**config.mk**
```make
export PLATFORM = sky130hd
export DESIGN_NAME = audio_regfile
export DESIGN_NICKNAME = d
export VERILOG_FILES = /design/src/rtl/audio_regs_pkg.sv /design/src/rtl/sample_fifo.sv /design/src/rtl/audio_regfile.sv
export SDC_FILE = /design/constraint.sdc
export NUM_CORES = 1
export LEC_CHECK = 0
export CAP_MARGIN = 20
export CORE_ASPECT_RATIO = 1.25
export CORE_MARGIN = 2
export CORE_UTILIZATION = 45
export DETAILED_ROUTE_END_ITERATION = 6
export PLACE_DENSITY = 0.73
export SETUP_SLACK_MARGIN = 0.05
export SLEW_MARGIN = 10
export SYNTH_ARGS = -nofsm -noshare
export SYNTH_HDL_FRONTEND = slang
export SYNTH_HIERARCHICAL = 1
export SYNTH_SLANG_ARGS = --single-unit
```
**constraint.sdc**
```tcl
create_clock -name clk -period 8.37 [get_ports clk]
set_input_delay 2.511 -clock clk [delete_from_list [all_inputs] [get_ports clk]]
set_output_delay 2.511 -clock clk [all_outputs]
set_load 0.02 [all_outputs]
```
**src/rtl/audio_regs_pkg.sv**
```systemverilog
// Shared constants for the codec register bank: addresses, ROUTE source codes and FIFO_CTRL bits.
package audio_regs_pkg;

  localparam logic [6:0] ADDR_ID         = 7'h00;
  localparam logic [6:0] ADDR_PINC_BASE  = 7'h01;
  localparam logic [6:0] ADDR_ROUTE      = 7'h08;
  localparam logic [6:0] ADDR_SCRATCH    = 7'h0A;
  localparam logic [6:0] ADDR_FIFO_CTRL  = 7'h10;
  localparam logic [6:0] ADDR_FIFO_DATA  = 7'h11;
  localparam logic [6:0] ADDR_SAMPLE_CNT = 7'h12;
  localparam logic [6:0] ADDR_SNAP_R     = 7'h13;
  localparam logic [6:0] ADDR_SNAP_L     = 7'h14;

  localparam logic [31:0] ID_VALUE     = 32'hA0D1_0002;
  localparam logic [31:0] READ_DEFAULT = 32'hDEADC0DE;
  localparam logic [31:0] ROUTE_RST    = 32'h0000_00E0;

  localparam logic [3:0] SRC_ADC_R = 4'hD;
  localparam logic [3:0] SRC_ADC_L = 4'hE;
  localparam logic [3:0] SRC_MUTE  = 4'hF;

  localparam int CTRL_EMPTY_BIT = 16;
  localparam int CTRL_FULL_BIT  = 17;
  localparam int CTRL_OVF_BIT   = 18;
  localparam int CTRL_CAP_BIT   = 19;
  localparam int CTRL_CH_BIT    = 20;
  localparam int CTRL_FLUSH_BIT = 31;

endpackage

```
**src/rtl/sample_fifo.sv**
```systemverilog
// Synchronous first-word-fall-through FIFO for ADC capture; pointers carry one extra bit to tell full from empty.
module sample_fifo #(
  parameter int DEPTH = 16,
  parameter int WIDTH = 24
) (
  input  logic                     clk,
  input  logic                     rst,
  input  logic                     push,
  input  logic                     pop,
  input  logic                     flush,
  input  logic [WIDTH-1:0]         din,
  output logic [WIDTH-1:0]         dout,
  output logic [$clog2(DEPTH):0]   count,
  output logic                     full,
  output logic                     empty
);

  localparam int AW = $clog2(DEPTH);

  logic [AW:0]      wr_ptr;
  logic [AW:0]      rd_ptr;
  logic [WIDTH-1:0] mem [DEPTH];
  logic             do_push;
  logic             do_pop;

  assign count = wr_ptr - rd_ptr;
  assign full  = (count == (AW+1)'(DEPTH));
  assign empty = (count == '0);
  assign dout  = mem[rd_ptr[AW-1:0]];

  // A full FIFO still accepts a push when the same cycle frees a slot.
  assign do_pop  = pop && !empty;
  assign do_push = push && (!full || do_pop);

  always_ff @(posedge clk) begin
    if (rst || flush) begin
      wr_ptr <= '0;
      rd_ptr <= '0;
    end else begin
      if (do_push) wr_ptr <= wr_ptr + 1'b1;
      if (do_pop)  rd_ptr <= rd_ptr + 1'b1;
    end
  end

  always_ff @(posedge clk) begin
    if (do_push) mem[wr_ptr[AW-1:0]] <= din;
  end

endmodule

```
**src/rtl/audio_regfile.sv**
```systemverilog
// Codec register bank on the UART cmd bus: DDS phase increments, DAC routing, ADC snapshot and counter.
// Capture FIFO (regs 0x10/0x11) present only when AUDIO_REGFILE_FIFO_EN is defined.
module audio_regfile
  import audio_regs_pkg::*;
#(
  parameter int          NUM_DDS    = 2,
  parameter int          FIFO_DEPTH = 16,
  parameter logic [31:0] PINC_RST   = 32'd500000
) (
  input  logic                    clk,
  input  logic                    rst,
  input  logic                    we,
  input  logic                    re,
  input  logic [6:0]              addr,
  input  logic [31:0]             wdat,
  output logic [31:0]             rdat,
  input  logic [16*NUM_DDS-1:0]   dds_sin,
  output logic [32*NUM_DDS-1:0]   phase_inc,
  input  logic [23:0]             adc_l,
  input  logic [23:0]             adc_r,
  input  logic                    adc_update,
  output logic [23:0]             dac_l,
  output logic [23:0]             dac_r
);

  logic [31:0] pinc [NUM_DDS];
  logic [31:0] route;
  logic [31:0] scratch;
  logic [31:0] sample_cnt;
  logic [23:0] snap_l;
  logic [23:0] snap_r;

  for (genvar k = 0; k < NUM_DDS; k++) begin : g_pinc
    assign phase_inc[32*k +: 32] = pinc[k];
  end

  function automatic logic [23:0] route_word(input logic [3:0] code);
    route_word = 24'h0;
    if (code == SRC_ADC_R) route_word = adc_r;
    else if (code == SRC_ADC_L) route_word = adc_l;
    else if (code != SRC_MUTE) begin
      for (int k = 0; k < NUM_DDS; k++)
        if (code == 4'(k)) route_word = {dds_sin[16*k +: 16], 8'h00};
    end
  endfunction

  // ROUTE owns 0x08 should NUM_DDS reach 8 and its phase window overlap it.
  always_ff @(posedge clk) begin
    if (rst) begin
      for (int k = 0; k < NUM_DDS; k++) pinc[k] <= PINC_RST;
      route   <= ROUTE_RST;
      scratch <= '0;
    end else if (we) begin
      for (int k = 0; k < NUM_DDS; k++)
        if (addr == 7'(ADDR_PINC_BASE + k) && addr != ADDR_ROUTE) pinc[k] <= wdat;
      if (addr == ADDR_ROUTE)   route   <= wdat;
      if (addr == ADDR_SCRATCH) scratch <= wdat;
    end
  end

  always_ff @(posedge clk) begin
    if (rst) begin
      sample_cnt <= '0;
      snap_l     <= '0;
      snap_r     <= '0;
      dac_l      <= '0;
      dac_r      <= '0;
    end else begin
      if (adc_update) begin
        sample_cnt <= sample_cnt + 32'd1;
        snap_l     <= adc_l;
        snap_r     <= adc_r;
      end
      dac_l <= route_word(route[3:0]);
      dac_r <= route_word(route[7:4]);
    end
  end

`ifdef AUDIO_REGFILE_FIFO_EN
  localparam int CW = $clog2(FIFO_DEPTH) + 1;

  logic          cap;
  logic          ch;
  logic          ovf;
  logic          ctrl_wr;
  logic          fifo_push;
  logic          fifo_pop;
  logic          fifo_flush;
  logic [23:0]   fifo_head;
  logic [CW-1:0] fifo_count;
  logic          fifo_full;
  logic          fifo_empty;

  assign ctrl_wr    = we && (addr == ADDR_FIFO_CTRL);
  assign fifo_push  = adc_update && cap;
  assign fifo_pop   = re && (addr == ADDR_FIFO_DATA);
  assign fifo_flush = ctrl_wr && wdat[CTRL_FLUSH_BIT];

  sample_fifo #(.DEPTH(FIFO_DEPTH), .WIDTH(24)) u_fifo (
    .clk   (clk),
    .rst   (rst),
    .push  (fifo_push),
    .pop   (fifo_pop),
    .flush (fifo_flush),
    .din   (ch ? adc_r : adc_l),
    .dout  (fifo_head),
    .count (fifo_count),
    .full  (fifo_full),
    .empty (fifo_empty)
  );

  // A pop on a full FIFO makes room, so only an unmatched push into full overflows.
  always_ff @(posedge clk) begin
    if (rst) begin
      cap <= 1'b0;
      ch  <= 1'b0;
      ovf <= 1'b0;
    end else begin
      if (ctrl_wr) begin
        cap <= wdat[CTRL_CAP_BIT];
        ch  <= wdat[CTRL_CH_BIT];
      end
      if (fifo_flush || (ctrl_wr && wdat[CTRL_OVF_BIT])) ovf <= 1'b0;
      else if (fifo_push && fifo_full && !fifo_pop)       ovf <= 1'b1;
    end
  end
`else
  logic unused_re;
  assign unused_re = re;
`endif

  always_comb begin
    rdat = READ_DEFAULT;
    for (int k = 0; k < NUM_DDS; k++)
      if (addr == 7'(ADDR_PINC_BASE + k)) rdat = pinc[k];
    case (addr)
      ADDR_ID:         rdat = ID_VALUE;
      ADDR_ROUTE:      rdat = route;
      ADDR_SCRATCH:    rdat = scratch;
      ADDR_SAMPLE_CNT: rdat = sample_cnt;
      ADDR_SNAP_R:     rdat = {snap_r, 8'h00};
      ADDR_SNAP_L:     rdat = {snap_l, 8'h00};
`ifdef AUDIO_REGFILE_FIFO_EN
      ADDR_FIFO_CTRL:  rdat = {11'h0, ch, cap, ovf, fifo_full, fifo_empty, 16'(fifo_count)};
      ADDR_FIFO_DATA:  rdat = fifo_empty ? 32'h0 : {fifo_head, 8'h00};
`endif
      default: ;
    endcase
  end

endmodule
```
# ---- Yosys cells after proc, flatten, opt, wreduce, memory -nomap -nowiden
# Memory sizes are Yosys's and may differ from the RTL's.
# Cells that the tools add are included.
dict set report classes {
  n_shift 0
  multipliers 0
  eq_ne 16
  add_sub_neg 1
  mux 25
  magnitude_cmp 0
  bitwise 2
  n_reduce_logical 7
  div_mod_pow 0
}
# cell n
set ops {}
lappend ops {{2-to-1 mux 24 bit} 10}
lappend ops {{one-hot mux 32 bit (6 select lines)} 1}
lappend ops {{2-to-1 mux 32 bit} 4}
lappend ops {{adder 32 x 1 -> 32 bit, second input constant} 1}
lappend ops {{equality test 7 x 5 -> 1 bit, second input constant} 3}
lappend ops {{equality test 4 bit, second input constant} 4}
lappend ops {{equality test 7 x 4 -> 1 bit, second input constant} 2}
lappend ops {{2-to-1 mux 1 bit} 10}
lappend ops {{equality test 4 x 1 -> 1 bit, second input constant} 2}
lappend ops {{zero test 4 bit} 2}
lappend ops {{!= test 4 bit, second input constant} 2}
lappend ops {{equality test 7 x 1 -> 1 bit, second input constant} 1}
lappend ops {{equality test 7 x 2 -> 1 bit, second input constant} 1}
lappend ops {{zero test 7 bit} 1}
lappend ops {{!= test 7 x 4 -> 1 bit, second input constant} 1}
lappend ops {{AND reduction 2 bit} 2}
lappend ops {{logical AND 1 bit} 2}
lappend ops {{bitwise OR 1 bit} 2}
dict set report totals {
  latchBits 0
  memories 1
  inputBits 124
  romBits 0
  ram_bits 64
  register_bits 192
}
# name depth width read_ports rd_clocked_by_memory_dff wr line
set mem_list {}
lappend mem_list {pinc 2 32 2 0 2 audio_regfile.sv:26} ;# logic [31:0] pinc [NUM_DDS];

# ---- Logic depth before layout (Yosys ltp)
# Gate-level depths: netlist (run 1).
dict set report depth {
  ltp_word 7
  ltp_mapped 7
  mapped_depth_nobuf 5
}

# ---- Worst setup path before layout (run 1)
# OpenSTA, ideal clock, no wires.
dict set report synth_path {
  path_kind {input -> output}
  start {input addr[2]}
  end {output rdat[2]}
  slack_ns 1.649
  stages 5
  arrival_time_ns 4.210
  required_ns 5.859
  path_cell_list {clkbuf_1 -> or4b_1 -> nor2_1 -> a22oi_1 -> a32oi_1}
}
dict set report synth_between {
  elab_chain_cells 4
  elab_cells_between_ends 11
  classes_between {eq/ne: 7; mux: 3; reduce/logical: 1}
}
# element line
set synth_rtl {}
lappend synth_rtl {{start, declared} audio_regfile.sv:14} ;# input logic [6:0] addr,
lappend synth_rtl {{equality test 7 x 1 -> 1 bit} audio_regfile.sv:135} ;# if (addr == 7'(ADDR_PINC_BASE + k)) rdat = pinc[k];
lappend synth_rtl {{2-to-1 mux 32 bit (2 in a row)} audio_regfile.sv:135}
lappend synth_rtl {{one-hot mux 32 bit (6 select lines) (*)} audio_regfile.sv:136} ;# case (addr)
lappend synth_rtl {{end, declared} audio_regfile.sv:16} ;# output logic [31:0] rdat,
# Every way passes the cells marked *; elsewhere a longest branch is shown, timed or not.

# ---- Worst setup path after layout (run 1)
dict set report layout_path {
  start {input addr[1]}
  end {output rdat[8]}
}
# Same word-level chain as after synthesis.

==> results of run 1 <==
[Yosys cell counts, types with 12 or more instances]
| library cell | number | area [µm²] |
|---|---|---|
| clkbuf_1 | 72 | 270 |
| a222oi_1 | 34 | 340 |
| nand2_1 | 190 | 713 |
| dfxtp_1 | 192 | 3840 |
| a22o_1 | 21 | 184 |
| or3_1 | 15 | 93.8 |
| buf_2 | 12 | 60.1 |
| nor2_1 | 100 | 375 |
| and2_1 | 29 | 181 |
| a22oi_1 | 48 | 360 |
| mux2i_1 | 62 | 621 |
| or4_1 | 14 | 105 |
| o22ai_1 | 22 | 138 |
| o21ai_0 | 25 | 125 |
| a32oi_1 | 16 | 140 |
| nand3_1 | 13 | 65.1 |
| edfxtp_1 | 64 | 1920 |
| a21oi_1 | 102 | 510 |
| mux2_2 | 26 | 293 |
[metal layers]
metal / track usage (%) / part of all wire (%) / wire [µm]
met5: 0 / 0 / 0
met4: 10.3 / 3.9 / 1470
met3: 3.67 / 7.1 / 2650
met2: 46.7 / 49 / 18300
met1: 34.9 / 40 / 15100
[registers in the layout (all words and copies together), names as in the netlist]
| name | flops |
|---|---|
| snap_l | 24 |
| pinc | 64 |
| snap_r | 24 |
| route | 32 |
| dac_l | 24 |
| scratch | 32 |
| dac_r | 24 |
| sample_cnt | 32 |
[power breakdown]
part | internal, mW | switching (mW)
clock network | 0.633 | 0.492
logic | 0.151 | 0.163
registers | 1.31 | 0.0256
[cell usage in the layout (no fill, tap or decap), drive strengths merged, types with 33 or more instances in the layout]
| cell | count |
|---|---|
| clkbuf | 33 |
| dfxtp | 192 |
| a222oi | 34 |
| mux2i | 62 |
| a21oi | 102 |
| buf | 39 |
| nand2 | 190 |
| a22oi | 48 |
| nor2 | 100 |
| edfxtp | 64 |
| clkdlybuf4s50 | 264 |
[layout make-up]
| type | instances | area (µm²) | area share [%] |
|---|---|---|---|
| Clock buffer | 33 | 707 | 4.65 |
| Clock inverter | 14 | 119 | 0.782 |
| Inverter | 5 | 18.8 | 0.123 |
| Multi-Input combinational cell | 838 | 5220 | 34.3 |
| Sequential cell | 256 | 5770 | 37.9 |
| Tap cell | 330 | 413 | 2.72 |
| Timing Repair Buffer | 303 | 2960 | 19.5 |
[cells by family (layout without fill, tap and decap cells)]
family                   Yosys count  count (layout)  share of synthesized area [%]
AO/OA/AOI/OAI                    297             297                           18.0
XOR/XNOR                          10              10                          0.772
adder cells (fa/ha/maj)            1               1                          0.110
buffers and inverters            103             355                           3.69
flip-flops                       256             256                           50.8
multiplexers                      88              88                           8.05
AND/OR/NAND/NOR                  442             442                           18.6
[metrics by stage]
stage | area, µm² | util, % | hold WS (ps) | power, mW | setup WS [ps]
final | 15200 | 61.6 | 455 | 2.77 | 278
after CTS | 15200 | 61.6 | 453 | 2.79 | 227
after global placement | 14400 | 58.3 | 438 | 1.67 | 240
after floorplan | 11300 | - | 431 | 1.49 | 1650
after detailed placement | 14400 | 58.3 | 445 | 1.67 | 230
after global routing | 15200 | 61.6 | 464 | 2.86 | 172
[worst max-delay path: cells and delay by family]
kind                   cells  cell delay [ps]
AOI/OAI and AO/OA          2              610
buffers and inverters      3             1650
and+or+nand+nor            2              810
[worst min-delay path by stage]
stage / slack, ps / endpoint
5_1_grt: 460 / scratch[23]
3_5_place_dp: 450 / scratch[26]
6_report: 450 / scratch[6]
2_1_floorplan: 430 / scratch[24]
4_1_cts: 450 / scratch[26]
3_3_place_gp: 440 / scratch[27]
==> impl_metrics.prom, run 1 <==
# TYPE chip_impl_metric gauge
chip_impl_metric{name="grt_antenna_before_repair",unit=""} 0
chip_impl_metric{name="buffer_depth_of_the_longest_clock_path",unit=""} 3
chip_impl_metric{name="nFillCells",unit=""} 2148
chip_impl_metric{name="setup_violations",unit=""} 0
chip_impl_metric{name="wire_per_inst",unit="µm"} 21.1
chip_impl_info{name="crit_path_cell_trace",value="clkdlybuf4s50_1 -> buf_12 -> nor3b_1 -> o21ai_1 -> and2_1 -> a22oi_1 -> clkdlybuf4s50_1"} 1
chip_impl_metric{name="worst_path_largest_cell_delay",unit="ps"} 680
chip_impl_metric{name="cp_max_fo",unit=""} 33
chip_impl_metric{name="insertion_delay",unit="ps"} 540
chip_impl_metric{name="io-pin-count",unit=""} 268
chip_impl_metric{name="yosysUniqueCellTypes",unit=""} 53
chip_impl_metric{name="drt.antenna.violating_nets",unit=""} 0
chip_impl_metric{name="synth.net_count",unit=""} 1322
chip_impl_metric{name="gp_congestion",unit=""} 0.936
chip_impl_metric{name="finalSetupTns",unit="ps"} 0
chip_impl_metric{name="router_iterations_before_antenna_repair",unit=""} 7
chip_impl_metric{name="timing.reg2reg.worst_path_depth",unit=""} 4
chip_impl_info{name="cts_tree",value="yes"} 1
chip_impl_metric{name="ys_warnings",unit=""} 6
chip_impl_metric{name="report.final.hold_viol_count",unit=""} 0
chip_impl_metric{name="detailroute.via_count",unit=""} 10500
chip_impl_metric{name="critPathRequiredTime",unit="ps"} 5860
chip_impl_info{name="criticalPathCategory",value="primary input to output pin"} 1
chip_impl_metric{name="dp_cells",unit=""} 1732
chip_impl_metric{name="synth_seq_area_share",unit="%"} 50.8
chip_impl_metric{name="detail_route.wirelength",unit="µm"} 37500
chip_impl_metric{name="core_area",unit="µm²"} 24700
chip_impl_info{name="cts-root-buf",value="clkbuf_16"} 1
chip_impl_metric{name="cts_made_buffers",unit=""} 26
chip_impl_metric{name="hold_buffers",unit=""} 0
chip_impl_info{name="crit_slowest_cell",value="clkdlybuf4s50_1"} 1
chip_impl_metric{name="synthesis.instances",unit=""} 1197
chip_impl_metric{name="timing.reg2reg.setup_slack",unit="ps"} 6120
chip_impl_metric{name="postCtsSetupRepairBufs",unit=""} 0
chip_impl_metric{name="dieWidth",unit="µm"} 146
chip_impl_metric{name="first_iteration_detailed_routing_drc_count",unit=""} 998
chip_impl_info{name="run_status",value="finished with violations"} 1
chip_impl_metric{name="placementRows",unit=""} 64
chip_impl_metric{name="async_flop_share",unit="%"} 0
chip_impl_metric{name="synth_area_per_cell",unit="µm²"} 9.47
chip_impl_metric{name="worst_slew_pin_slew",unit="ps"} 1090
chip_impl_metric{name="areaGrowthSynthToFinish",unit="%"} 34.1
chip_impl_metric{name="global_route.overflow_total",unit=""} 0
chip_impl_info{name="cp-endpoint",value="rdat[8]"} 1
chip_impl_metric{name="netlist_area_pre_place",unit="µm²"} 11300
chip_impl_metric{name="final_net_count",unit=""} 1555
chip_impl_metric{name="ys_ff_latch",unit=""} 256
chip_impl_info{name="critical_path.endpoint_type",value="output pin"} 1
chip_impl_metric{name="timing.final.crit_share",unit="%"} 96.7
chip_impl_metric{name="drive_gt1_share",unit="%"} 8.70
chip_impl_metric{name="antenna_cells_inserted",unit=""} 0
chip_impl_info{name="critical_path.reg2reg.startpoint",value="sample_cnt[0]"} 1
chip_impl_info{name="hp-start",value="scratch[6]"} 1
chip_impl_metric{name="clock_sink_count",unit=""} 256
chip_impl_metric{name="remaining_drc_errors",unit=""} 16
chip_impl_metric{name="number_of_global_route_vias_before_repair",unit=""} 10100
chip_impl_metric{name="htreeDepth",unit=""} 1
chip_impl_metric{name="ir_drop",unit="mV"} 0.187
chip_impl_metric{name="power_density_cells",unit="nW/µm²"} 182
chip_impl_metric{name="die_height",unit="µm"} 181
chip_impl_metric{name="cap_violations",unit=""} 0
chip_impl_metric{name="post_route_minimum_period",unit="ps"} 8090
chip_impl_info{name="critical_path.startpoint_type",value="primary input"} 1
chip_impl_metric{name="critical_path_arrival",unit="ps"} 5580
chip_impl_info{name="most_frequently_used_flop_master_after_synthesis",value="dfxtp_1"} 1
chip_impl_info{name="unrepaired_setup_endpoints_after_global_routing",value="no"} 1
chip_impl_metric{name="fmax",unit="GHz"} 0.124
chip_impl_metric{name="clk_pin_slew_worst_paths",unit="ps"} 60
chip_impl_metric{name="die_footprint",unit="µm²"} 26500
chip_impl_info{name="failed_checks",value="design-rule violations"} 1
chip_impl_metric{name="post_cts_resize_count",unit=""} 0
chip_impl_metric{name="final_slew_violations",unit=""} 0
chip_impl_info{name="regToRegEndpoint",value="sample_cnt[19]"} 1
chip_impl_info{name="hold_class",value="flip-flop to flip-flop"} 1
chip_impl_metric{name="max_slew_margin",unit="%"} 27.3
chip_impl_metric{name="hpwlAfterDp",unit="µm"} 26700
chip_impl_metric{name="worst_clock_skew",unit="ps"} 12.2
chip_impl_metric{name="vias_per_cell",unit=""} 5.90
chip_impl_metric{name="placement.io_buffers",unit=""} 266
chip_impl_info{name="startpoint",value="addr[1]"} 1
chip_impl_metric{name="final_cell_count_no_fill",unit=""} 1779
chip_impl_metric{name="pin_count_of_the_biggest_net_entering_global_routing",unit=""} 110
chip_impl_info{name="crit_top_cell",value="clkdlybuf4s50_1"} 1
chip_impl_metric{name="power.leakage",unit="nW"} 5.33
chip_impl_metric{name="starting_density",unit="%"} 46.0
chip_impl_metric{name="synth_edf_count",unit=""} 64
chip_impl_metric{name="whs_path_depth",unit=""} 2
chip_impl_metric{name="globalRouteTotalUtil",unit="%"} 27.2
chip_impl_metric{name="grt_first_pass_wirelength",unit="µm"} 57600
Power figures use the tool's default switching activity.
==> run 2, diff against run 1 <==
Settings changed: GPL_TIMING_DRIVEN set to 0.
==> run 2 against run 1 <==
Compared with the run above:
- the flow still finishes with violations (design-rule violations)
- sequential power hardly changed
- worst setup slack worse by 180 ps
- core utilization rose by 0.55 points
- register-to-register slack got worse by 430 ps
- critical endpoint is now rdat[18]
- critical path depth grew 1
- fmax is 2.2% lower
- total power grew 3.0%
- clock power is 6% higher
==> impl_metrics.prom, run 2 (synthesized netlist as in run 1, its figures left out) <==
# TYPE chip_impl_metric gauge
chip_impl_info{name="top_register",value="pinc"} 1
chip_impl_info{name="unrepaired_setup_endpoints_after_global_routing",value="yes"} 1
chip_impl_metric{name="clock_sink_count",unit=""} 256
chip_impl_metric{name="first_iteration_detailed_routing_drc_count",unit=""} 1074
chip_impl_info{name="timing.critical_path.max_delay_family",value="buffers and inverters"} 1
chip_impl_metric{name="timing.reg2reg.worst_path_depth",unit=""} 5
chip_impl_metric{name="setup_violations",unit=""} 0
chip_impl_metric{name="final_slew_violations",unit=""} 0
chip_impl_metric{name="starting_density",unit="%"} 46.0
chip_impl_metric{name="worst_clock_skew",unit="ps"} 11.0
chip_impl_info{name="run_status",value="finished with violations"} 1
chip_impl_info{name="regToRegEndpoint",value="dac_r[22]"} 1
chip_impl_info{name="cts-root-buf",value="clkbuf_16"} 1
chip_impl_metric{name="power_density_cells",unit="nW/µm²"} 186
chip_impl_metric{name="placement.io_buffers",unit=""} 264
chip_impl_metric{name="global_route.usage.met3",unit="%"} 4.47
chip_impl_metric{name="fmax",unit="GHz"} 0.121
chip_impl_metric{name="number_of_global_route_vias_before_repair",unit=""} 10500
chip_impl_metric{name="areaGrowthSynthToFinish",unit="%"} 35.3
chip_impl_metric{name="final_critical_path_setup_slack",unit="ps"} 97.9
chip_impl_metric{name="worst_path_largest_cell_delay",unit="ps"} 650
chip_impl_metric{name="report.final.hold_viol_count",unit=""} 0
chip_impl_metric{name="clk_pin_slew_worst_paths",unit="ps"} 60
chip_impl_metric{name="drive_gt1_share",unit="%"} 6.89
chip_impl_metric{name="vias_per_cell",unit=""} 5.96
chip_impl_metric{name="pin_count_of_the_biggest_net_entering_global_routing",unit=""} 33
chip_impl_metric{name="router_iterations_before_antenna_repair",unit=""} 7
chip_impl_metric{name="hold_buffers",unit=""} 0
chip_impl_info{name="commonest_non_fill_non_tap_cell_in_the_layout",value="clkdlybuf4s50_1"} 1
chip_impl_metric{name="max_slew_margin",unit="%"} 21.1
chip_impl_info{name="critical_path.endpoint_type",value="output pin"} 1
chip_impl_metric{name="drt.antenna.violating_nets",unit=""} 0
chip_impl_metric{name="grt_first_pass_wirelength",unit="µm"} 62300
chip_impl_metric{name="cp_max_fo",unit=""} 10
chip_impl_info{name="startpoint",value="addr[2]"} 1
chip_impl_metric{name="timing.reg2reg.setup_slack",unit="ps"} 5690
chip_impl_metric{name="die_height",unit="µm"} 181
chip_impl_metric{name="core_area",unit="µm²"} 24700
chip_impl_metric{name="power_total",unit="mW"} 2.86
chip_impl_metric{name="grt_util_met2",unit="%"} 53.6
chip_impl_metric{name="die_footprint",unit="µm²"} 26500
chip_impl_metric{name="dp_worst_setup_slack",unit="ps"} 54.3
chip_impl_metric{name="globalRouteTotalUtil",unit="%"} 30.2
chip_impl_metric{name="final_cell_area",unit="µm²"} 15300
chip_impl_metric{name="placementRows",unit=""} 64
chip_impl_info{name="most-common-layout-cells",value="clkdlybuf4s50_1, dfxtp_1, nand2_1, a21oi_1, nor2_1"} 1
chip_impl_metric{name="finalSetupTns",unit="ps"} 0
chip_impl_metric{name="postPlaceCellArea",unit="µm²"} 14400
chip_impl_metric{name="met1_usage",unit="%"} 36.6
chip_impl_metric{name="timing.final.crit_share",unit="%"} 98.8
chip_impl_metric{name="critical_path.n_buffers_inverters",unit=""} 5
chip_impl_info{name="failed_checks",value="design-rule violations"} 1
chip_impl_metric{name="wire_per_inst",unit="µm"} 22.7
chip_impl_metric{name="power.leakage",unit="nW"} 5.34
chip_impl_metric{name="dieWidth",unit="µm"} 146
chip_impl_info{name="criticalPathCategory",value="primary input to output pin"} 1
chip_impl_metric{name="antenna_cells_inserted",unit=""} 0
chip_impl_metric{name="cap_violations",unit=""} 0
chip_impl_metric{name="remaining_drc_errors",unit=""} 1
chip_impl_metric{name="buffer_depth_of_the_longest_clock_path",unit=""} 3
chip_impl_metric{name="gp_congestion",unit=""} 0.930
chip_impl_metric{name="critPathRequiredTime",unit="ps"} 5860
chip_impl_info{name="critical_path.reg2reg.startpoint",value="route[4]"} 1
chip_impl_metric{name="ir_drop",unit="mV"} 0.181
chip_impl_metric{name="insertion_delay",unit="ps"} 550
chip_impl_metric{name="detailroute.via_count",unit=""} 11000
chip_impl_metric{name="htreeDepth",unit=""} 1
chip_impl_info{name="cts_tree",value="yes"} 1
chip_impl_metric{name="post_route_minimum_period",unit="ps"} 8270
chip_impl_metric{name="flip_flop_count_of_the_largest_register_after_layout",unit=""} 64
chip_impl_metric{name="io-pin-count",unit=""} 268
chip_impl_metric{name="hpwlAfterDp",unit="µm"} 31500
chip_impl_info{name="cp-endpoint",value="rdat[18]"} 1
chip_impl_info{name="grt_busiest_layer",value="met2"} 1
chip_impl_metric{name="grt_antenna_before_repair",unit=""} 0
chip_impl_metric{name="worst_slew_pin_slew",unit="ps"} 1170
chip_impl_info{name="crit_slowest_cell",value="clkdlybuf4s50_1"} 1
chip_impl_info{name="critical_path.startpoint_type",value="primary input"} 1
chip_impl_info{name="crit_path_cell_trace",value="clkdlybuf4s50_1 -> clkbuf_1 -> or4b_1 -> buf_1 -> clkbuf_1 -> o22ai_1 -> a32oi_1 -> clkdlybuf4s50_1"} 1
chip_impl_info{name="hold_class",value="flip-flop to flip-flop"} 1
chip_impl_metric{name="crit_cells",unit=""} 8
chip_impl_metric{name="detail_route.wirelength",unit="µm"} 41800
chip_impl_metric{name="cts_made_buffers",unit=""} 26
chip_impl_metric{name="final_net_count",unit=""} 1616
chip_impl_metric{name="critical_path_arrival",unit="ps"} 5760
chip_impl_metric{name="global_route.overflow_total",unit=""} 0
run 2: cell count changes in the layout (fill, tap and decap cells not counted), moves of 3 or more:
cell and delta:
clkbuf_16 +3, clkbuf_2 +5, nor3b_1 +3, clkbuf_1 +70, inv_4 -3, buf_1 +10
nor3b_2 -3, nor3_2 -3, buf_4 -34, nor3_1 +3, buf_2 +12
run 2: what timing repair did:
| item | CTS | global route |
|---|---|---|
| setup buffers | 0 | 0 |
| pin swaps | 0 | 0 |
| resized for setup | 1 | 12 |
| setup endpoints to repair | 1 | 11 |
run 2: worst min path at each step:
| stage | startpoint | endpoint | depth (start not counted) |
|---|---|---|---|
| 2_1_floorplan | scratch[24] | scratch[24] | 2 |
| 3_3_place_gp | scratch[16] | scratch[16] | 2 |
| 3_5_place_dp | scratch[16] | scratch[16] | 2 |
| 4_1_cts | scratch[2] | scratch[2] | 2 |
| 5_1_grt | route[13] | route[13] | 2 |
| 6_report | scratch[23] | scratch[23] | 2 |
run 2: tightest hold or removal path: cells and delay by family, from the launching register on:
kind | cells | cell delay, ps
AO/OA/AOI/OAI | 1 | 50
AND/OR/NAND/NOR | 1 | 50
flip-flops | 1 | 310
run 2: through the flow:
stage / hold slack, ps / util, % / instances
6_report: 452 / 62.2 / 1839
2_1_floorplan: 431 / - / 1197
5_1_grt: 467 / 62.2 / 1839
3_3_place_gp: 438 / 58.4 / 1791
3_5_place_dp: 446 / 58.4 / 1792
4_1_cts: 452 / 62.0 / 1838
run 2: per-layer routing:
metal,routed length (µm),part of all wire [%],vias to the layer above
met3,3290,7.9,119
met4,1780,4.3,0
met2,20800,50,646
li1,-,-,5006
met1,15900,38,5196
met5,0,0,-
run 2: report_power, final:
| part | internal [mW] | switching (mW) | leakage (nW) |
|---|---|---|---|
| logic | 0.150 | 0.176 | 2.71 |
| clock network | 0.704 | 0.493 | 0.440 |
| registers | 1.31 | 0.0241 | 2.18 |
| total | 2.16 | 0.693 | 5.34 |
run 2: cell type report:
type | count | area, µm²
Fill cell | 2179 | 9330
Sequential cell | 256 | 5770
Multi-Input combinational cell | 838 | 5200
Timing Repair Buffer | 266 | 2660
Clock buffer | 40 | 822
Tap cell | 330 | 413
Buffer | 98 | 403
Clock inverter | 6 | 55.1
Inverter | 5 | 18.8
